### src/rtl/shift_pkg.sv
// Shared definitions for the serializer and the downstream serial shift chain.
package shift_pkg;

  localparam int unsigned DefaultWidth = 4;

  localparam logic [1:0] StIdle  = 2'd0;
  localparam logic [1:0] StShift = 2'd1;
  localparam logic [1:0] StGap   = 2'd2;

  // Counter width able to hold values 0..n-1, never narrower than one bit.
  function automatic int unsigned cnt_width(input int unsigned n);
    return (n <= 2) ? 1 : $clog2(n);
  endfunction

endpackage

### src/rtl/piso_bit_counter.sv
// Loadable up-counter with a terminal-count flag.
module piso_bit_counter #(
  parameter int unsigned Width    = 2,
  parameter int unsigned Terminal = 3
) (
  input  logic             clk,
  input  logic             rst_n,
  input  logic             load,
  input  logic [Width-1:0] load_val,
  input  logic             en,
  output logic [Width-1:0] count,
  output logic             tc
);

  localparam logic [Width-1:0] TermVal = Width'(Terminal);

  always_ff @(posedge clk) begin
    if (!rst_n) begin
      count <= '0;
    end else if (load) begin
      count <= load_val;
    end else if (en) begin
      count <= count + Width'(1);
    end
  end

  assign tc = (count == TermVal);

endmodule

### src/rtl/piso_serializer.sv
// Parallel-in/serial-out stage with valid/ready input, framing strobes and optional idle gap.
module piso_serializer
  import shift_pkg::*;
#(
  parameter int unsigned WIDTH      = DefaultWidth,
  parameter bit          MSB_FIRST  = 1'b1,
  parameter int unsigned GAP_CYCLES = 0
) (
  input  logic             clk,
  input  logic             rst_n,
  input  logic [WIDTH-1:0] pdata,
  input  logic             pvalid,
  output logic             pready,
  output logic             dout,
  output logic             dvalid,
  output logic             sof,
  output logic             eof
);

  localparam int unsigned BitW    = cnt_width(WIDTH);
  localparam int unsigned GapW    = cnt_width(GAP_CYCLES + 1);
  localparam int unsigned GapTerm = (GAP_CYCLES > 0) ? GAP_CYCLES - 1 : 0;
  localparam logic [BitW-1:0] EofPre = BitW'(WIDTH - 2);

  logic [1:0]       state_q, state_d;
  logic [WIDTH-1:0] sreg_q, sreg_d;
  logic             dout_q, dout_d;
  logic             dvalid_q, dvalid_d;
  logic             sof_q, sof_d;
  logic             eof_q, eof_d;

  logic [BitW-1:0]  bit_cnt;
  logic             bit_tc, bit_load, bit_en;
  logic [GapW-1:0]  gap_cnt;
  logic             gap_tc, gap_load, gap_en;
  logic             unused_gap_cnt;
  logic             accept;

  function automatic logic first_bit(input logic [WIDTH-1:0] w);
    return MSB_FIRST ? w[WIDTH-1] : w[0];
  endfunction

  // Rotate rather than shift so the next bit to emit always sits at the output end.
  function automatic logic [WIDTH-1:0] rot(input logic [WIDTH-1:0] w);
    return MSB_FIRST ? {w[WIDTH-2:0], w[WIDTH-1]} : {w[0], w[WIDTH-1:1]};
  endfunction

  assign pready = (state_q == StIdle) ||
                  ((state_q == StShift) && bit_tc && (GAP_CYCLES == 0));
  assign accept = pvalid && pready;
  assign unused_gap_cnt = ^gap_cnt;

  always_comb begin
    state_d  = state_q;
    sreg_d   = sreg_q;
    dout_d   = 1'b0;
    dvalid_d = 1'b0;
    sof_d    = 1'b0;
    eof_d    = 1'b0;
    bit_load = 1'b0;
    bit_en   = 1'b0;
    gap_load = 1'b0;
    gap_en   = 1'b0;
    case (state_q)
      StIdle: begin
        if (accept) begin
          state_d  = StShift;
          sreg_d   = pdata;
          dout_d   = first_bit(pdata);
          dvalid_d = 1'b1;
          sof_d    = 1'b1;
          bit_load = 1'b1;
        end
      end
      StShift: begin
        if (!bit_tc) begin
          sreg_d   = rot(sreg_q);
          dout_d   = first_bit(rot(sreg_q));
          dvalid_d = 1'b1;
          eof_d    = (bit_cnt == EofPre);
          bit_en   = 1'b1;
        end else begin
          bit_load = 1'b1;
          if (GAP_CYCLES > 0) begin
            state_d = StGap;
          end else if (accept) begin
            sreg_d   = pdata;
            dout_d   = first_bit(pdata);
            dvalid_d = 1'b1;
            sof_d    = 1'b1;
          end else begin
            state_d = StIdle;
          end
        end
      end
      StGap: begin
        if (gap_tc) begin
          state_d  = StIdle;
          gap_load = 1'b1;
        end else begin
          gap_en = 1'b1;
        end
      end
      default: state_d = StIdle;
    endcase
  end

  always_ff @(posedge clk) begin
    if (!rst_n) begin
      state_q  <= StIdle;
      sreg_q   <= '0;
      dout_q   <= 1'b0;
      dvalid_q <= 1'b0;
      sof_q    <= 1'b0;
      eof_q    <= 1'b0;
    end else begin
      state_q  <= state_d;
      sreg_q   <= sreg_d;
      dout_q   <= dout_d;
      dvalid_q <= dvalid_d;
      sof_q    <= sof_d;
      eof_q    <= eof_d;
    end
  end

  piso_bit_counter #(
    .Width    (BitW),
    .Terminal (WIDTH - 1)
  ) u_bit_cnt (
    .clk      (clk),
    .rst_n    (rst_n),
    .load     (bit_load),
    .load_val ('0),
    .en       (bit_en),
    .count    (bit_cnt),
    .tc       (bit_tc)
  );

  piso_bit_counter #(
    .Width    (GapW),
    .Terminal (GapTerm)
  ) u_gap_cnt (
    .clk      (clk),
    .rst_n    (rst_n),
    .load     (gap_load),
    .load_val ('0),
    .en       (gap_en),
    .count    (gap_cnt),
    .tc       (gap_tc)
  );

  assign dout   = dout_q;
  assign dvalid = dvalid_q;
  assign sof    = sof_q;
  assign eof    = eof_q;

endmodule

### config.mk
export PLATFORM = sky130hd
export DESIGN_NAME = piso_serializer
export DESIGN_NICKNAME = d
export VERILOG_FILES = /design/src/rtl/shift_pkg.sv /design/src/rtl/piso_bit_counter.sv /design/src/rtl/piso_serializer.sv
export SDC_FILE = /design/constraint.sdc
export NUM_CORES = 1
export LEC_CHECK = 0
export CAP_MARGIN = 20
export CORE_AREA = 2 2 39 41
export DETAILED_ROUTE_END_ITERATION = 6
export DIE_AREA = 0 0 41 43
export GPL_TIMING_DRIVEN = 0
export PLACE_DENSITY = 0.69
export RECOVER_POWER = 25
export SLEW_MARGIN = 20
export SYNTH_ARGS = -nofsm -noshare
export SYNTH_HDL_FRONTEND = slang
export SYNTH_SLANG_ARGS = --single-unit
### constraint.sdc
create_clock -name clk -period 1.37 [get_ports clk]
set_input_delay 0.411 -clock clk [delete_from_list [all_inputs] [get_ports clk]]
set_output_delay 0.411 -clock clk [all_outputs]
set_load 0.1 [all_outputs]
# Word-level counts from Yosys, hierarchy flattened
# Index checks and enable logic that the tools add are counted.
# classes
n_addsub	2
eq_ne	8
muxes	24
bitwise_logic	2
reduce_logical	9
# ops
operator	count
$mux 1	12
$mux 2	4
$mux 4	2
$ne 2x2->1 const B	4
$pmux 1 s2	4
$pmux 4 s2	1
$eq 2x2->1 const B	3
$pmux 2 s3	1
$reduce_and 4->1	1
$reduce_or 2->1	2
$reduce_or 3->1	1
$add 2x1->2 const B	1
$eq 2x1->1 const B	1
$logic_and 1x1->1	2
$logic_not 2->1	1
$not 1->1	2
$reduce_bool 2->1	1
$add 1x1->1 const B	1
$logic_or 1x1->1	1
# word_totals
ff_bits	13
inputBits	7
out_inout_bits	5
wordCells	53

# Depth between registers and ports, before layout
# depth
depth_word	7
mapped_depth	6
ltp_nobuf	5

# Hierarchy
# A second synthesis with hierarchy kept.
# hier_totals
hier_cells	44
area_unflattened_um2	465.4
# by_module_without_submodules
module	instances	cells_each	area_per_inst_um2	seq_area_each_um2
piso_serializer	1	35	360.3	180.2
piso_bit_counter	1	9	105.1	40.0

# Worst setup path after synthesis
# OpenSTA, ideal clock, no wires.
# synth_timing
path_kind	register to output
start	register u_bit_cnt.count[0]
end	output pready
t_arrival_ps	992
required_ps	959
path_slack_ps	-33
stages_incl_launch_ff	5
path_buffers	1
path_cell_list	dfxtp_1 > ha_1 > and2b_4 > inv_2 > buf_6
# synth_between
elab_chain_len	3
# synth_lines
item	line_no	rtl
start, declared	piso_bit_counter.sv:11	output logic [Width-1:0] count,
start signal, assigned	piso_bit_counter.sv:21	count <= load_val;
start signal, assigned	piso_bit_counter.sv:23	count <= count + Width'(1);
$eq 2x2->1	piso_bit_counter.sv:27	assign tc = (count == TermVal);
$logic_and 1x1->1	piso_serializer.sv:49	((state_q == StShift) && bit_tc && (GAP_CYCLES == 0));
$logic_or 1x1->1	piso_serializer.sv:48	assign pready = (state_q == StIdle) ||
end, declared	piso_serializer.sv:13	output logic pready,
# No other way between the ends.

# Final worst setup path
# Ends and elaborated chain as after synthesis.

==> results.md <==
- # IOs: 12
- CTS max path bufs: 2
- H-tree levels: 1
- Hold slack: 0.493 ns
- Reg-to-reg startpoint: u_bit_cnt.count[0]
- Adder-cell share of the synthesized area: 0.0559
- Unrepaired setup endpoints after global routing: true
- Layout filler cell count: 144
- Antenna diode count: 0
- Hold Buf Count CTS: 0
- Post-DRT Antenna Nets: 0
- Initial antenna violation count: 0
- DR pass1 iterations: 2
- Register area: 223 µm²
- Mapped Nets: 54
- Largest net degree at the start of global routing: 12
- Mux share of post-synthesis cell area: 0.0894
- Global-route wire length before repair: 1.47 mm
- CP Launch Point: u_bit_cnt.count[0]
- GPL Wtd Cong: 0.655
- Die area: 1760 µm²
- Seq pwr share: 0.482
- Seq/Total Area, Yosys: 0.492
- Total Routing Usage GR: 0.128
- Slew Limit Fails: 0
- Synth Cell Area: 448 µm²
- Critical path startpoint category: flop
- Logic pwr share: 0.221
- Worst-path cell chain: ha_4 -> and2b_4 -> inv_6 -> buf_12
- Clk pwr share: 0.297
- Worst Hold Class: reg2reg
- Crit Path Max Fanout: 2
- CTS buffer count: 3
- Post-layout minimum cycle time: 1.63 ns
- Critical path arrival: 1.22 ns
- Peak supply drop: 600 µV
- Die span in x: 41 µm
- Final count of negative-setup-slack endpoints: 1
- Synthesis-to-finish area growth: 41.3%
- Synth Area in Compound Gates: 0.170
- Most frequent cells in the layout: dfxtp_1, buf_4, a21oi_1
- PortBufs: 10
- Number of synthesized register bits: 11
- Yosys cell types: 21
- Area leader, netlist: dfxtp_1
- Outcome: finished, violations left
- R2r setup slk: 0.11 ns
- Congestion Overflow GR: 0
- Non-Filler Instances: 78
- Most common cell after layout, fill and taps aside: dfxtp_1
- Syn Inst Count: 45
- Clk_lat worst skew: 0.27 ns
- Leak: 0.273 nW
- Reg2reg end: u_bit_cnt.count[1]
- DP Wirelength: 537 µm
- Internal Pwr Total: 0.518 mW
- Switch Pwr: 0.216 mW
- CTS tree: done
- Via Count: 354
- Clk pin slew, worst setup/hold paths: 0.07 ns
- Footprint of the multi-input gates: 209 µm²
- Period utilization: 1.19
- Share of the synthesized area in the top cell type: 0.492
- R2R cell count: 6
- CP peak stage delay: 0.34 ns
- Critical Path RT: 0.96 ns
- Post-Route Skew: 0.00447 ns
- Placed cells: 71
- Largest family of logic cells by synthesized area: compound AO/OA/AOI/OAI gates
- Cell Pwr Density: 1160 nW/µm²
- Initial drt markers: 2
- Vias in the first global route: 344
- Critical path buffers and inverters: 2
- Post-Synth XOR/XNOR Area: 0
- Critical setup path kind: reg2out
- WL/cell: 10.7 µm
- Height of the die: 43 µm
- Final wirelength: 836 µm
- Final Hold Fails: 0
- Post-Syn Area per Cell: 9.95 µm²
- Share of cells above drive strength 1: 0.290
- Worst slew pin tran: 0.362 ns
- Nets: 72
- Synth top area cells: dfxtp_1, mux2i_1, a21oi_1
- Achievable frequency: 614 MHz
- Core Box Area: 1380 µm²
- Max Cap Viol: 0
- Worst Setup End Kind: output pin
- Post-Synth Simple-Gate Area: 0.123
- Critical path depth in cells: 4
- Worst setup path endpoint: pready
- Slew margin rel.: 0.758
- Num Clock Sinks: 11
- Initial Util: 0.324
- DRC viols: 0
- Clock root buffer: clkbuf_4
- Top delay family on crit path: flip-flops
- CP max stage cell: dfxtp_2
- Rows: 14
- Final worst slack: -0.259 ns
- Failing checks: negative setup slack
- Net Sw Frac: 0.294
- Vias per cell: 4.54
- YS warnings: 0
## Yosys cell counts
cell type,count
nand3_1,1
nor2b_1,1
and3_1,2
nor2_1,1
a21boi_0,1
a21oi_1,5
and2b_4,1
ha_1,2
inv_2,1
buf_6,1
dfxtp_1,11
clkbuf_1,1
o32ai_1,1
nor3b_1,1
buf_2,1
nand2_1,1
o21ai_1,4
and2_1,1
mux2i_1,4
inv_1,2
o21a_1,2
## registers in the layout, summed over array words and instances, names as in the netlist
name / count
state_q: 1
u_bit_cnt.count: 2
dvalid: 1
sof: 1
dout: 1
eof: 1
sreg_q: 4
## what timing repair did
action                     in CTS  in global routing
setup buffers                   4                  0
setup endpoints to repair       5                  1
resized for setup              36                  1
hold endpoints to repair        0                  0
pin swaps                       1                  0
## area by class of cell
cell class / instances / share of cell area
Sequential cell: 11 / 0.352
Multi-Input combinational cell: 28 / 0.330
Timing Repair Buffer: 14 / 0.206
Clock buffer: 4 / 0.0415
Tap cell: 16 / 0.0316
Inverter: 3 / 0.0257
Buffer: 2 / 0.0138
## how the worst min path moves through the flow
| stage | endpoint | start | cells after the start |
|---|---|---|---|
| floorplan | dout | sreg_q[2] | 2 |
| global placement | dout | sreg_q[2] | 2 |
| detailed placement | dout | sreg_q[2] | 2 |
| CTS | dout | sreg_q[2] | 2 |
| global route | sof | pvalid | 2 |
| finish | dout | sreg_q[2] | 2 |
## per-stage QoR
step | worst slack [ns] | total power [mW] | setup TNS (ns) | util | cell area [µm²]
after floorplan | 0.00597 | 0.474 | 0 | - | 460
after global placement | -1.08 | 0.513 | -3.68 | 0.420 | 581
after detailed placement | -1.09 | 0.514 | -3.78 | 0.420 | 581
after CTS | -0.279 | 0.745 | -0.279 | 0.450 | 623
after global routing | -0.303 | 0.779 | -0.360 | 0.458 | 633
final | -0.259 | 0.733 | -0.259 | 0.458 | 633
## routing by layer
metal | GRT usage | wire (µm) | vias to the layer above | part of all wire
met1 | 0.149 | 372 | 149 | 0.44
met2 | 0.169 | 380 | 12 | 0.45
li1 | - | - | 191 | -
met5 | 0 | 0 | - | 0
met4 | 0.0600 | 14 | 0 | 0.017
met3 | 0.0942 | 68 | 2 | 0.081
## tightest hold or removal path, stage by stage (launching register included)
cell      delay, ns
dfxtp_1        0.32
nand2_1        0.05
a21boi_0       0.07
## power groups by stage
stage                     Clock, mW  Sequential [mW]  Combinational, mW
after floorplan                   0            0.398             0.0754
after global placement            0            0.360              0.153
after detailed placement          0            0.361              0.154
after CTS                     0.229            0.352              0.163
after global routing          0.248            0.356              0.174
final                         0.218            0.354              0.162
## cells by family after synthesis
logic type	count (synthesis)
buf+inv	6
flops	11
mux	4
compound gates	13
fa+ha+maj	2
simple gates	9
Note: power is estimated with default switching activity, not from simulation.
==> RTL change 1: new RTL, same flow settings <==
Reset style: asynchronous (`rst_n`), changed in 2 clocked blocks.
--- a/src/rtl/piso_bit_counter.sv
+++ b/src/rtl/piso_bit_counter.sv
@@ -14,7 +14,7 @@
 
   localparam logic [Width-1:0] TermVal = Width'(Terminal);
 
-  always_ff @(posedge clk) begin
+  always_ff @(posedge clk or negedge rst_n) begin
     if (!rst_n) begin
       count <= '0;
     end else if (load) begin
--- a/src/rtl/piso_serializer.sv
+++ b/src/rtl/piso_serializer.sv
@@ -105,7 +105,7 @@
     endcase
   end
 
-  always_ff @(posedge clk) begin
+  always_ff @(posedge clk or negedge rst_n) begin
     if (!rst_n) begin
       state_q  <= StIdle;
       sreg_q   <= '0;
Function: differs if rst_n is asserted again (counterexample within 4 cycles, from zero or initial values and one cycle with rst_n low); with rst_n held inactive, the same outputs for 10 cycles.
==> RTL change 1 against the unedited design <==
- the flow still finishes with violations (setup timing)
- cell area rose by 10%
- critical path depth stayed put
- wire length grew 4.7%
- worst setup slack lost 0.092 ns
- sequential cell count unchanged
- sequential share of layout area is 4.2 points higher
- synthesized cell count down 22%
- synthesized area increased by 12%
- critical path type unchanged
- largest cell class unchanged
Power is left out: the tool's default activity adds up to more than one toggle a clock period on the data nets, which glitch-free logic cannot reach.
==> RTL change 1: results (changes against the unedited design) <==
timing:
  timing.max_slew.rel_slack_pct: 66.8  # -9.1 points
  endpoints_failing_setup: 4  # +3
  final.setup.worst_slack_ns: -0.351  # -0.0922 ns
critical_path:
  critical_path.max_stage_delay_ns: 0.39  # +0.05 ns
  r2r.worst_path.cells: 5  # -1
  critPathArrivalTime_ns: 1.31  # +0.09 ns
status:
  violations: "setup timing"
  result_of_the_run: "finished, violations left"
grt:
  first_global_vias: 342  # -0.58%
  grt_pass1_wl_um: 1390  # -5.2%
  grt.total_usage_pct: 12.2  # -0.59 points
hold_path:
  hold_class: "in -> reg"
detailed_routing:
  wl_um: 875  # +4.7%
  detail_route.iter0.violations: 3  # +1
logic_synthesis:
  async_reset_ff_share_pct: 100  # +100 points
  most_used_standard_cells_in_the_synthesized_netlist: "sky130_fd_sc_hd__dfrtp_1 (11), sky130_fd_sc_hd__mux2_4 (6), sky130_fd_sc_hd__ha_1 (2), sky130_fd_sc_hd__nand2b_2 (2), sky130_fd_sc_hd__o21ai_0 (2)"
  seq_total_area_yosys_pct: 54.7  # +5.6 points
  yosys-top-cells-area: "sky130_fd_sc_hd__dfrtp_1 (55%), sky130_fd_sc_hd__mux2_4 (18%), sky130_fd_sc_hd__ha_1 (5.0%), sky130_fd_sc_hd__nand2b_2 (3.5%), sky130_fd_sc_hd__buf_6 (2.2%)"
placed_design:
  placed_cell_area_um2: 632  # +8.8%
  finalWeightedCongestion: 0.649  # -0.95%
  post-place-ws_ns: -1.06  # +0.0317 ns
final_layout:
  layout_cells_sized_above_1_pct: 50.0  # +21 points
  finalNonFillerCells: 70  # -10%
  nets: 64  # -11%
cts:
  post_cts.resized_instances: 34  # -5.6%
## RTL change 1: cell types whose count changed after synthesis, sizes merged, moves of 3 or more
cell	unedited run	this run
mux2i	4	1
dfrtp	0	11
dfxtp	11	0
mux2	0	7
a21oi	5	0
## RTL change 1: area by class of cell
cell class	count	share of cell area, %
well taps	16	2.87
inverters	2	2.15
repair buffers	15	19.7
clock buffers	4	3.76
multi-input cells	21	30.5
flip-flops and latches	11	39.4
plain buffers	1	1.61
## RTL change 1: cells by family (layout without fill, tap and decap cells)
family | after synthesis | after routing | synth area share (%)
and+or+nand+nor | 8 | 8 | 10.7
muxes | 8 | 8 | 22.1
buffers and inverters | 3 | 22 | 3.73
AOI/OAI and AO/OA | 3 | 3 | 3.73
DFF | 11 | 11 | 54.7
adders and majority gates | 2 | 2 | 4.97
## RTL change 1: layer usage
layer / global-route usage (%) / part of all wire, % / routed length, µm / vias to the layer above
li1: - / - / - / 154
met1: 14.0 / 43 / 375 / 148
met2: 18.8 / 51 / 447 / 8
met3: 3.14 / 5.9 / 52 / 0
met4: 8.00 / 0 / 0 / 0
met5: 0 / 0 / 0 / -
## RTL change 1: worst paths after layout
kind / from / endpoint / slack, ns
worst max-delay path: u_bit_cnt.count[0]$_DFFE_PN0P_ / pready / -0.35
worst min-delay path: pvalid / state_q[0]$_DFFE_PN0P_ / 0.41
worst max register to register: u_bit_cnt.count[0]$_DFFE_PN0P_ / sreg_q[2]$_DFF_PN0_ / -0.09
worst min register to register: sreg_q[0]$_DFF_PN0_ / sreg_q[1]$_DFF_PN0_ / 0.51
max in group asynchronous: rst_n / u_bit_cnt.count[0]$_DFFE_PN0P_ / 0.49
min in group asynchronous: rst_n / dvalid$_DFF_PN0_ / 0.55
==> RTL change 2: new RTL, same flow settings <==
Without the edit above. Change the package constant `DefaultWidth` from 4 to 5.
--- a/src/rtl/shift_pkg.sv
+++ b/src/rtl/shift_pkg.sv
@@ -1,7 +1,7 @@
 // Shared definitions for the serializer and the downstream serial shift chain.
 package shift_pkg;
 
-  localparam int unsigned DefaultWidth = 4;
+  localparam int unsigned DefaultWidth = 5;
 
   localparam logic [1:0] StIdle  = 2'd0;
   localparam logic [1:0] StShift = 2'd1;
Interface: changed (resized pdata); port bits go from 12 to 13. The function was not compared with the original's and may differ.
==> RTL change 2 against the unedited design <==
- the run still ends with setup timing left
- sequential cell count grew 2
- cell area up 24%
- critical path depth increased by 1
- wire length up 41%
- power is 16% higher
- non-clock buffer count grew 5
- worst setup slack improved by 0.00056 ns
- register-to-register slack got worse by 0.11 ns
- synthesized area rose by 23%
- critical path type unchanged
- largest cell class is now multi-input combinational cells
==> RTL change 2: results (changes against the unedited design) <==
timing:
  endpoints_failing_setup: 1  # unchanged
  clock-skew-final_ns: 0.00199  # -0.00248 ns
  final.setup.worst_slack_ns: -0.259  # +0.000563 ns
  worst_hold_slack_ns: 0.521  # +0.0285 ns
placed_design:
  portBuffers: 12  # +2
  dp.final_hpwl_um: 738  # +37%
  finalWeightedCongestion: 0.676  # +3.2%
  placedCellCount: 85  # +20%
critical_path:
  timing.reg2reg.setup_slack_ns: 0  # -0.11 ns
  r2r_end: "sreg_q[0]$_SDFF_PN0_"
  r2r.worst_path.cells: 8  # +2
detailed_routing:
  wl_per_cell_um: 12.4  # +16%
grt:
  grt_start_max_net_pins: 11  # -1
  grt_pass1_wl_um: 1990  # +35%
  grt.total_usage_pct: 16.9  # +4.1 points
final_layout:
  biggest_registers_after_layout: "sreg_q x5, u_bit_cnt.count x3"
  layout_cells_sized_above_1_pct: 34.2  # +5.1 points
  nets: 91  # +26%
status:
  result_of_the_run: "finished, violations left"
  violations: "setup timing"
power_and_ir_drop:
  power.ir.vdd_worst_mv: 0.629  # +4.7%
  power.internal_w: 0.000598  # +16%
  leakage_nw: 0.346  # +27%
logic_synthesis:
  synth_nets: 68  # +26%
  most_used_standard_cells_in_the_synthesized_netlist: "sky130_fd_sc_hd__dfxtp_1 (13), sky130_fd_sc_hd__a21oi_1 (7), sky130_fd_sc_hd__mux2i_1 (5), sky130_fd_sc_hd__nand3_1 (5), sky130_fd_sc_hd__o21ai_0 (4)"
  syn_avg_cell_area_um2: 9.64  # -3.2%
  synth.lib_cells_used.distinct: 19  # -9.5%
  yosys-top-cells-area: "sky130_fd_sc_hd__dfxtp_1 (47%), sky130_fd_sc_hd__mux2i_1 (9.1%), sky130_fd_sc_hd__ha_1 (6.8%), sky130_fd_sc_hd__a21oi_1 (6.4%), sky130_fd_sc_hd__nand3_1 (4.6%)"
  seq_total_area_yosys_pct: 47.4  # -1.8 points
hold_path:
  min_delay_worst_endpoint: "sreg_q[2]$_SDFF_PN0_"
RTL change 2: changes by cell type after synthesis:
| cell | delta |
|---|---|
| sky130_fd_sc_hd__nand3_1 | +4 |
| sky130_fd_sc_hd__o21ai_0 | +4 |
| sky130_fd_sc_hd__a21oi_1 | +2 |
| sky130_fd_sc_hd__dfxtp_1 | +2 |
| sky130_fd_sc_hd__a21boi_0 | -1 |
| sky130_fd_sc_hd__a21boi_4 | +1 |
| sky130_fd_sc_hd__and2_1 | -1 |
| sky130_fd_sc_hd__and2b_4 | -1 |
| sky130_fd_sc_hd__ha_1 | +1 |
| sky130_fd_sc_hd__inv_1 | +1 |
| sky130_fd_sc_hd__mux2i_1 | +1 |
| sky130_fd_sc_hd__nand2_1 | +1 |
| sky130_fd_sc_hd__o21ai_1 | -1 |
| sky130_fd_sc_hd__o32ai_1 | -1 |
RTL change 2: kinds of logic (layout without fill, tap and decap cells):
group	Yosys count	after routing	share of synthesized area, %
buf+inv	7	29	6.38
mux	5	5	9.11
simple gates	12	12	11.4
fa+ha+maj	3	3	6.83
flops	13	13	47.4
compound gates	17	17	18.9
RTL change 2: through the flow:
step | instance area (µm²) | TNS (ns) | utilization (%)
6_report | 787 | -0.259 | 56.9
5_1_grt | 787 | -0.469 | 56.9
4_1_cts | 776 | -0.350 | 56.1
3_5_place_dp | 713 | -5.53 | 51.5
3_3_place_gp | 713 | -5.50 | 51.5
2_1_floorplan | 573 | 0 | -
RTL change 2: power by group through the flow:
stage,Sequential [W],Clock (W),Combinational (W)
after floorplan,0.000460,0,0.0000865
after global placement,0.000423,0,0.000173
after detailed placement,0.000425,0,0.000173
after CTS,0.000415,0.000239,0.000194
after global routing,0.000419,0.000254,0.000213
final,0.000416,0.000241,0.000197
RTL change 2: critical path, cell delays in order (launching register included):
cell and delay [ns]:
sky130_fd_sc_hd__dfxtp_2 0.34, sky130_fd_sc_hd__inv_2 0.05, sky130_fd_sc_hd__ha_4 0.16, sky130_fd_sc_hd__a21boi_4 0.18, sky130_fd_sc_hd__inv_4 0.06, sky130_fd_sc_hd__buf_12 0.16
RTL change 2: metal layers:
metal / global-route usage, % / part of all wire, %
met1: 19.7 / 41
met2: 27.8 / 52
met3: 3.14 / 5.1
met4: 8.00 / 2.3
met5: 0 / 0
RTL change 2: area by class of cell:
type / count / area [µm²] / area share (%)
Inverter: 4 / 17.5 / 2.23
Timing Repair Buffer: 19 / 173 / 21.9
Sequential cell: 13 / 263 / 33.4
Buffer: 2 / 10.0 / 1.27
Tap cell: 16 / 20.0 / 2.54
Multi-Input combinational cell: 37 / 278 / 35.3
Clock buffer: 4 / 26.3 / 3.34
RTL change 2: timing repair:
action,in CTS,in global routing
pin swaps,2,2
setup endpoints to repair,9,5
gates cloned,0,0
buffers inserted,7,0
hold buffers,0,0
resized for setup,38,4
